$ cat config.mk
export PLATFORM = sky130hd
export DESIGN_NAME = lc3_writeback_flat
export DESIGN_NICKNAME = d
export VERILOG_FILES = /design/src/rtl/lc3_writeback_pkg.sv /design/src/rtl/lc3_writeback_if.sv /design/src/rtl/lc3_writeback_regfile.sv /design/src/rtl/lc3_writeback.sv /design/src/flat_wrapper.sv
export SDC_FILE = /design/constraint.sdc
export NUM_CORES = 1
export LEC_CHECK = 0
export BUFFER_PORTS_ARGS = -buffer_cell sky130_fd_sc_hd__buf_2
export CAP_MARGIN = 20
export CORE_UTILIZATION = 52
export DETAILED_ROUTE_END_ITERATION = 10
export PLACE_DENSITY = 0.79
export SLEW_MARGIN = 20
export SYNTH_ARGS = -nofsm -noshare
export SYNTH_HDL_FRONTEND = slang
export SYNTH_SLANG_ARGS = --single-unit
$ cat constraint.sdc
create_clock -name clock -period 2.4 [get_ports clock]
set_input_delay 0.48 -clock clock [delete_from_list [all_inputs] [get_ports clock]]
set_output_delay 0.48 -clock clock [all_outputs]
set_load 0.01 [all_outputs]
$ cat src/rtl/lc3_writeback_pkg.sv
// Shared types, widths and the condition-code helper for the LC3 writeback stage.
// The PSR function is also used by anything that predicts the stage's behaviour.
package lc3_wb_pkg;

   localparam int DATA_W   = 16;
   localparam int NUM_REGS = 8;
   localparam int ADDR_W   = $clog2(NUM_REGS);

   typedef enum logic [1:0] {
      WB_ALU = 2'd0,
      WB_MEM = 2'd1,
      WB_PC  = 2'd2,
      WB_NPC = 2'd3
   } w_ctrl_e;

   localparam int PSR_N = 2;
   localparam int PSR_Z = 1;
   localparam int PSR_P = 0;

   // Exactly one bit of the result is set for any input value.
   function automatic logic [2:0] calc_psr(input logic [DATA_W-1:0] value);
      logic [2:0] cc;
      cc        = 3'b000;
      cc[PSR_N] = value[DATA_W-1];
      cc[PSR_Z] = (value == '0);
      cc[PSR_P] = !value[DATA_W-1] && (value != '0);
      return cc;
   endfunction

endpackage

$ cat src/rtl/lc3_writeback_if.sv
// The writeback_in bus: write controls and result candidates from the pipeline,
// plus the two register read ports and the condition code returned to execute.
interface lc3_writeback_if;
   import lc3_wb_pkg::*;

   // enable_writeback qualifies the write fields for one rising edge; there is
   // no ready signal because the stage accepts a write on every cycle.
   logic              enable_writeback;
   logic [1:0]        W_control_in;
   logic [DATA_W-1:0] aluout;
   logic [DATA_W-1:0] memout;
   logic [DATA_W-1:0] pcout;
   logic [DATA_W-1:0] npc;
   logic [ADDR_W-1:0] dr;
   logic [ADDR_W-1:0] sr1;
   logic [ADDR_W-1:0] sr2;
   logic [DATA_W-1:0] d1;
   logic [DATA_W-1:0] d2;
   logic [2:0]        psr;

   modport master (
      output enable_writeback,
      output W_control_in,
      output aluout,
      output memout,
      output pcout,
      output npc,
      output dr,
      output sr1,
      output sr2,
      input  d1,
      input  d2,
      input  psr
   );

   modport slave (
      input  enable_writeback,
      input  W_control_in,
      input  aluout,
      input  memout,
      input  pcout,
      input  npc,
      input  dr,
      input  sr1,
      input  sr2,
      output d1,
      output d2,
      output psr
   );

endinterface

$ cat src/rtl/lc3_writeback_regfile.sv
// General-purpose register file: one synchronous write port with active-low
// synchronous clear and two combinational read ports (no write-to-read bypass).
module lc3_regfile
   import lc3_wb_pkg::*;
#(
   parameter int DATA_W_P   = DATA_W,
   parameter int NUM_REGS_P = NUM_REGS,
   parameter int ADDR_W_P   = $clog2(NUM_REGS_P)
) (
   input  logic                clk,
   input  logic                rst_n,
   input  logic                we,
   input  logic [ADDR_W_P-1:0] waddr,
   input  logic [DATA_W_P-1:0] wdata,
   input  logic [ADDR_W_P-1:0] raddr1,
   input  logic [ADDR_W_P-1:0] raddr2,
   output logic [DATA_W_P-1:0] rdata1,
   output logic [DATA_W_P-1:0] rdata2
);

   logic [DATA_W_P-1:0] regs_q [NUM_REGS_P];
   logic [DATA_W_P-1:0] regs_d [NUM_REGS_P];

   // Clear takes priority over a write presented in the same cycle.
   always_comb begin
      for (int i = 0; i < NUM_REGS_P; i++) begin
         regs_d[i] = regs_q[i];
      end
      if (!rst_n) begin
         for (int i = 0; i < NUM_REGS_P; i++) begin
            regs_d[i] = '0;
         end
      end else if (we) begin
         regs_d[waddr] = wdata;
      end
   end

   always_ff @(posedge clk) begin
      for (int i = 0; i < NUM_REGS_P; i++) begin
         regs_q[i] <= regs_d[i];
      end
   end

   assign rdata1 = regs_q[raddr1];
   assign rdata2 = regs_q[raddr2];

endmodule

$ cat src/rtl/lc3_writeback.sv
// LC3 writeback stage: selects the result to retire, writes it to the register
// file and updates the N/Z/P condition code from the same value.
module lc3_writeback
   import lc3_wb_pkg::*;
#(
   parameter int DATA_W_P   = DATA_W,
   parameter int NUM_REGS_P = NUM_REGS
) (
   input  logic          clock,
   input  logic          reset,
   lc3_writeback_if.slave wb
);

   w_ctrl_e           w_sel;
   logic [DATA_W-1:0] wb_data;
   logic [2:0]        psr_d;
   logic [2:0]        psr_q;

   assign w_sel = w_ctrl_e'(wb.W_control_in);

   always_comb begin
      wb_data = wb.aluout;
      case (w_sel)
         WB_ALU:  wb_data = wb.aluout;
         WB_MEM:  wb_data = wb.memout;
         WB_PC:   wb_data = wb.pcout;
         WB_NPC:  wb_data = wb.npc;
         default: wb_data = wb.aluout;
      endcase
   end

   // 3'b000 marks "no write since reset"; any write leaves exactly one bit set.
   always_comb begin
      psr_d = psr_q;
      if (!reset) begin
         psr_d = 3'b000;
      end else if (wb.enable_writeback) begin
         psr_d = calc_psr(wb_data);
      end
   end

   always_ff @(posedge clock) begin
      psr_q <= psr_d;
   end

   assign wb.psr = psr_q;

   lc3_regfile #(
      .DATA_W_P   (DATA_W_P),
      .NUM_REGS_P (NUM_REGS_P),
      .ADDR_W_P   (ADDR_W)
   ) u_regfile (
      .clk    (clock),
      .rst_n  (reset),
      .we     (wb.enable_writeback),
      .waddr  (wb.dr),
      .wdata  (wb_data),
      .raddr1 (wb.sr1),
      .raddr2 (wb.sr2),
      .rdata1 (wb.d1),
      .rdata2 (wb.d2)
   );

endmodule

$ cat src/flat_wrapper.sv
// flat-port wrapper written by rule: the top's interface ports become plain ports
module lc3_writeback_flat import lc3_wb_pkg::*;
#(
   parameter int DATA_W_P   = DATA_W,
   parameter int NUM_REGS_P = NUM_REGS
)
  (clock, reset, wb_enable_writeback, wb_W_control_in, wb_aluout, wb_memout, wb_pcout, wb_npc, wb_dr, wb_sr1, wb_sr2, wb_d1, wb_d2, wb_psr);
  lc3_writeback_if wb_i ();
  input  logic clock;
  input  logic reset;
  input wire logic [$bits(wb_i.enable_writeback)-1:0] wb_enable_writeback;
  input wire logic [$bits(wb_i.W_control_in)-1:0] wb_W_control_in;
  input wire logic [$bits(wb_i.aluout)-1:0] wb_aluout;
  input wire logic [$bits(wb_i.memout)-1:0] wb_memout;
  input wire logic [$bits(wb_i.pcout)-1:0] wb_pcout;
  input wire logic [$bits(wb_i.npc)-1:0] wb_npc;
  input wire logic [$bits(wb_i.dr)-1:0] wb_dr;
  input wire logic [$bits(wb_i.sr1)-1:0] wb_sr1;
  input wire logic [$bits(wb_i.sr2)-1:0] wb_sr2;
  output wire logic [$bits(wb_i.d1)-1:0] wb_d1;
  output wire logic [$bits(wb_i.d2)-1:0] wb_d2;
  output wire logic [$bits(wb_i.psr)-1:0] wb_psr;
  assign wb_i.enable_writeback = wb_enable_writeback;
  assign wb_i.W_control_in = wb_W_control_in;
  assign wb_i.aluout = wb_aluout;
  assign wb_i.memout = wb_memout;
  assign wb_i.pcout = wb_pcout;
  assign wb_i.npc = wb_npc;
  assign wb_i.dr = wb_dr;
  assign wb_i.sr1 = wb_sr1;
  assign wb_i.sr2 = wb_sr2;
  assign wb_d1 = wb_i.d1;
  assign wb_d2 = wb_i.d2;
  assign wb_psr = wb_i.psr;
  lc3_writeback #(.DATA_W_P(DATA_W_P), .NUM_REGS_P(NUM_REGS_P)) u_core (.clock(clock), .reset(reset), .wb(wb_i));
endmodule
After elaboration in Yosys (flattened, before gate mapping)
Memories as Yosys holds them, arrays and structs flattened. Index checks and enable logic that the tools add are counted.

Bits in registers: 3. Bits in writable memories: 128. Input bits: 78. Output and inout bits: 35. Logic and storage cells: 20. Memories kept: 1.

Memories: u_core.u_regfile.regs_q (words 8, width 16, read ports 10, clocked after memory_dff 0, write ports 8, RTL line lc3_writeback_regfile.sv:21) `logic [DATA_W_P-1:0] regs_q [NUM_REGS_P];`.

Magnitude comparators: 2. Equal/unequal tests: 3. Mux-type cells: 6. Bitwise logic cells: 1. Reductions and logical operators: 6.

Operators by type and width (number): $mux 128 (2); $bwmux 128 (1); $pmux 16 s4 (1); $demux 16 s3 (1); $logic_not 16->1 (1); $mux 16 (1); $reduce_bool 16->1 (1); $eq 2x2->1 const B (2); $ge 4x4->1 const B (1); $lt 4x1->1 const B (1); $not 3->4 (1); $eq 2x1->1 const B (1); $logic_and 1x1->1 (2); $logic_not 2->1 (1); $logic_not 1->1 (1).

Longest topological paths before layout
Depth after elaboration: 8. Mapped depth: 6. Gate-level depth less buffers: 4.

Hierarchy
A second synthesis with hierarchy kept.

Cells, all modules: 741. Area, all modules: 7756.2 um2.

Modules (own cells, without submodules): lc3_regfile (instances 1, cells an instance 705, area each 7179.4 um2, seq. area each 2562.5 um2); lc3_writeback (instances 1, cells an instance 36, area each 576.8 um2, seq. area each 60.1 um2).

Least setup slack after synthesis
No wires, ideal clock.

Path kind: input-to-output. Start: input port wb_sr1[0]. End: output port wb_d1[10]. Data arrival time: 1.854 ns. Data required time: 1.920 ns. Setup slack: 0.066 ns. Cell stages on the path: 4. Buffers on the path: 2. Cells stage by stage: clkbuf_1 > buf_2 > mux4_2 > mux2_2.

Longest elaborated chain between the ends: 1.

Ends and longest elaborated chain: start, declared (RTL line flat_wrapper.sv:18) `input wire logic [$bits(wb_i.sr1)-1:0] wb_sr1;`; $mem_v2 8x16; end, declared (RTL line flat_wrapper.sv:20) `output wire logic [$bits(wb_i.d1)-1:0] wb_d1;`.

Every way passes these cells.

Worst setup path after layout
Start: input port wb_sr2[0]. End: output port wb_d2[1].

Longest elaborated chain between the ends: 1.

Ends and longest elaborated chain: start, declared (RTL line flat_wrapper.sv:19) `input wire logic [$bits(wb_i.sr2)-1:0] wb_sr2;`; $mem_v2 8x16; end, declared (RTL line flat_wrapper.sv:21) `output wire logic [$bits(wb_i.d2)-1:0] wb_d2;`.

Every way passes these cells.

==> impl_metrics.toml <==
[job]
cap_violations = 0

[placement]
dp_hpwl_um = 14200
io_buffer_count = 112
globalplace.congestion = 0.867
place_area_sq_um = 8230
preCtsSetupSlack_ns = 0.114

[sta]
final_max_slew_viol_count = 0
fmax_ghz = 0.434
final-setup-viol-count = 0
rsz0062_at_grt = "false"
period_needed_ns = 2.30
max_slew_margin = 0.506
worst_pin_slew_ns = 0.739
final.setup.worst_slack_ns = 0.0984
hold_viol = 0
finClkSkew_ns = 0
fin_crit_sh = 0.959
totalNegativeSetupSlack_ns = 0

[clock_tree]
clock_path_buffers = 2
post_cts_buffers = 0
cts_resized = 0
cts.sinks = 131
clk_pin_slew_worst_paths_ns = 0.06
holdBufCountCts = 0
cts_root_buf = "clkbuf_16"
cts-buffers-inserted = 17
htreeDepth = 4
cts_tree = "built"
clkLatencyLatePin_ns = 0.41

[drt]
drt-total-wl_um = 21000
dr.first_iter.drc_count = 568
routedWlPerCell_um = 20.2
vias = 6406
drtAntennaViolNets = 0
drc = 0
dr.pass1.iters = 5
vias_per_cell = 6.17

[synthesis]
synth_seq_cells = 131
synth_ff_type = "dfxtp_1"
synth_edf_count = 0
synthArstFlopShare = 0
yosysUniqueCellTypes = 23
yosys_warnings = 0
synth_nets = 801
netlist_area_sq_um = 7200
synthCells = 723
syn_avg_cell_area_sq_um = 9.96
yosysSeqAreaShare = 0.364

[floorplan]
core_sq_um = 13300
start_util = 0.539
fp.dieW_um = 120
io_pins = 113
dieArea_sq_um = 14300
die_y_um = 120
rows = 42

[cells_and_area]
final_layout_size_suffix_gt1_frac = 0.353
design_area_sq_um = 8820
n_fill_cell = 1012
synthToLayoutAreaGrowth_pct = 22.6
diodes = 0
nets = 927

[pwr]
seqPwrFrac = 0.406
p_comb_frac = 0.128
leakagePower_nw = 3.37
p_per_area_nw_per_um2 = 635
ir_drop_mv = 0.375
switchingPower_w = 0.00135
p_int_w = 0.00426
switching_share = 0.241
clockPowerShare = 0.466

[global_routing]
grt_pass1_vias = 6389
grt_max_degree = 132
grt_use_total = 0.307
grt-ovfl-total = 0
grt_pass1_wl_um = 33400
antenna_found_initial = 0

[setup_path]
r2r-start = "u_core.u_regfile.regs_q[3][2]"
crit_type = "input port to output port"
critPathCaptureType = "output port"
path_max_fanout = 19
critPathArrivalTime_ns = 1.82
start_kind = "input port"
crit_required_ns = 1.92
crit_start = "wb_sr2[0]"

[hold_path]
hold_path_class = "input port to flip-flop"
min-delay-start = "wb_enable_writeback"

[run_status]
status = "completed"
==> worst max-delay path, cell delays in order <==
cell and delay [ns]:
buf_2 0.16, buf_12 0.20, mux4_2 0.52, mux2_2 0.31, buf_2 0.15
==> worst paths after layout <==
kind	endpoint	slack, ns	cells past startpoint
setup / recovery	wb_d2[1]	0.1	5
hold / removal	u_core.wb.psr[1]	0.45	3
setup reg to reg	u_core.u_regfile.regs_q[3][2]	1.61	2
hold reg to reg	u_core.wb.psr[1]	0.45	2
==> stage by stage <==
stage / total power (W) / cells / hold WS (ns) / utilization
after global routing: 0.00578 / 1038 / 0.456 / 0.661
after global placement: 0.00301 / 1006 / 0.447 / 0.616
after floorplan: 0.00274 / 723 / 0.442 / -
after detailed placement: 0.00302 / 1006 / 0.447 / 0.616
after CTS: 0.00561 / 1038 / 0.426 / 0.661
final: 0.00560 / 1038 / 0.445 / 0.661
==> sequential cells by signal, indices dropped and copies added, names as in the netlist <==
name	count
u_core.u_regfile.regs_q	128
u_core.wb.psr	3
==> metal layers <==
layer | routed length (um) | GRT usage | vias to the layer above | share of wire
li1 | - | - | 2825 | -
met1 | 7720 | 0.370 | 3079 | 0.37
met2 | 10400 | 0.511 | 413 | 0.49
met3 | 1810 | 0.0551 | 89 | 0.086
met4 | 1120 | 0.191 | 0 | 0.053
met5 | 0 | 0 | - | 0
==> final cells by class <==
type                            count  area, sq um  share of cell area
Multi-Input combinational cell    534         4330               0.490
Sequential cell                   131         2620               0.297
Timing Repair Buffer              165         1060               0.120
Clock buffer                       22          464              0.0526
Tap cell                          176          220              0.0250
Clock inverter                     10          131              0.0149
==> cell usage after synthesis, types with 2 or more instances <==
| cell type | instances | area share |
|---|---|---|
| nor2b_1 | 5 | 0.0043 |
| buf_2 | 14 | 0.0097 |
| nor3_1 | 2 | 0.0014 |
| nand2_1 | 263 | 0.14 |
| mux4_2 | 74 | 0.23 |
| mux2_2 | 32 | 0.050 |
| a21boi_0 | 42 | 0.044 |
| mux4_1 | 6 | 0.022 |
| nor2_1 | 8 | 0.0042 |
| nand4_1 | 2 | 0.0017 |
| clkbuf_1 | 40 | 0.021 |
| a21boi_1 | 86 | 0.090 |
| nor4_2 | 2 | 0.0035 |
| buf_1 | 2 | 0.0010 |
| dfxtp_1 | 131 | 0.36 |
| nor4_1 | 2 | 0.0017 |
| nand2b_1 | 3 | 0.0026 |
| nand3_1 | 4 | 0.0028 |
==> cell families after synthesis <==
kind of cell,count (synthesis),share of synthesized area
buf+inv,58,0.0360
simple gates,291,0.159
mux,113,0.305
compound gates,130,0.135
flops,131,0.364
==> power groups by stage <==
stage	logic [W]	clock network, W	registers [W]
2_1_floorplan	0.000433	0	0.00230
3_5_place_dp	0.000705	0	0.00232
4_1_cts	0.000709	0.00263	0.00227
5_1_grt	0.000759	0.00275	0.00228
3_3_place_gp	0.000692	0	0.00231
6_report	0.000716	0.00261	0.00227
==> layout by cell type, fill, tap and decap left out, drive strengths merged <==
| cell type | instances |
|---|---|
| a21boi | 128 |
| a22o | 1 |
| buf | 165 |
| bufinv | 3 |
| clkbuf | 22 |
| clkinv | 6 |
| clkinvlp | 1 |
| dfxtp | 131 |
| mux2 | 32 |
| mux2i | 1 |
| mux4 | 80 |
| nand2 | 263 |
| nand2b | 3 |
| nand3 | 4 |
| nand4 | 2 |
| nor2 | 8 |
| nor2b | 5 |
| nor3 | 2 |
| nor4 | 4 |
| o21ai | 1 |
No activity file was read; power rests on OpenSTA's default activity.
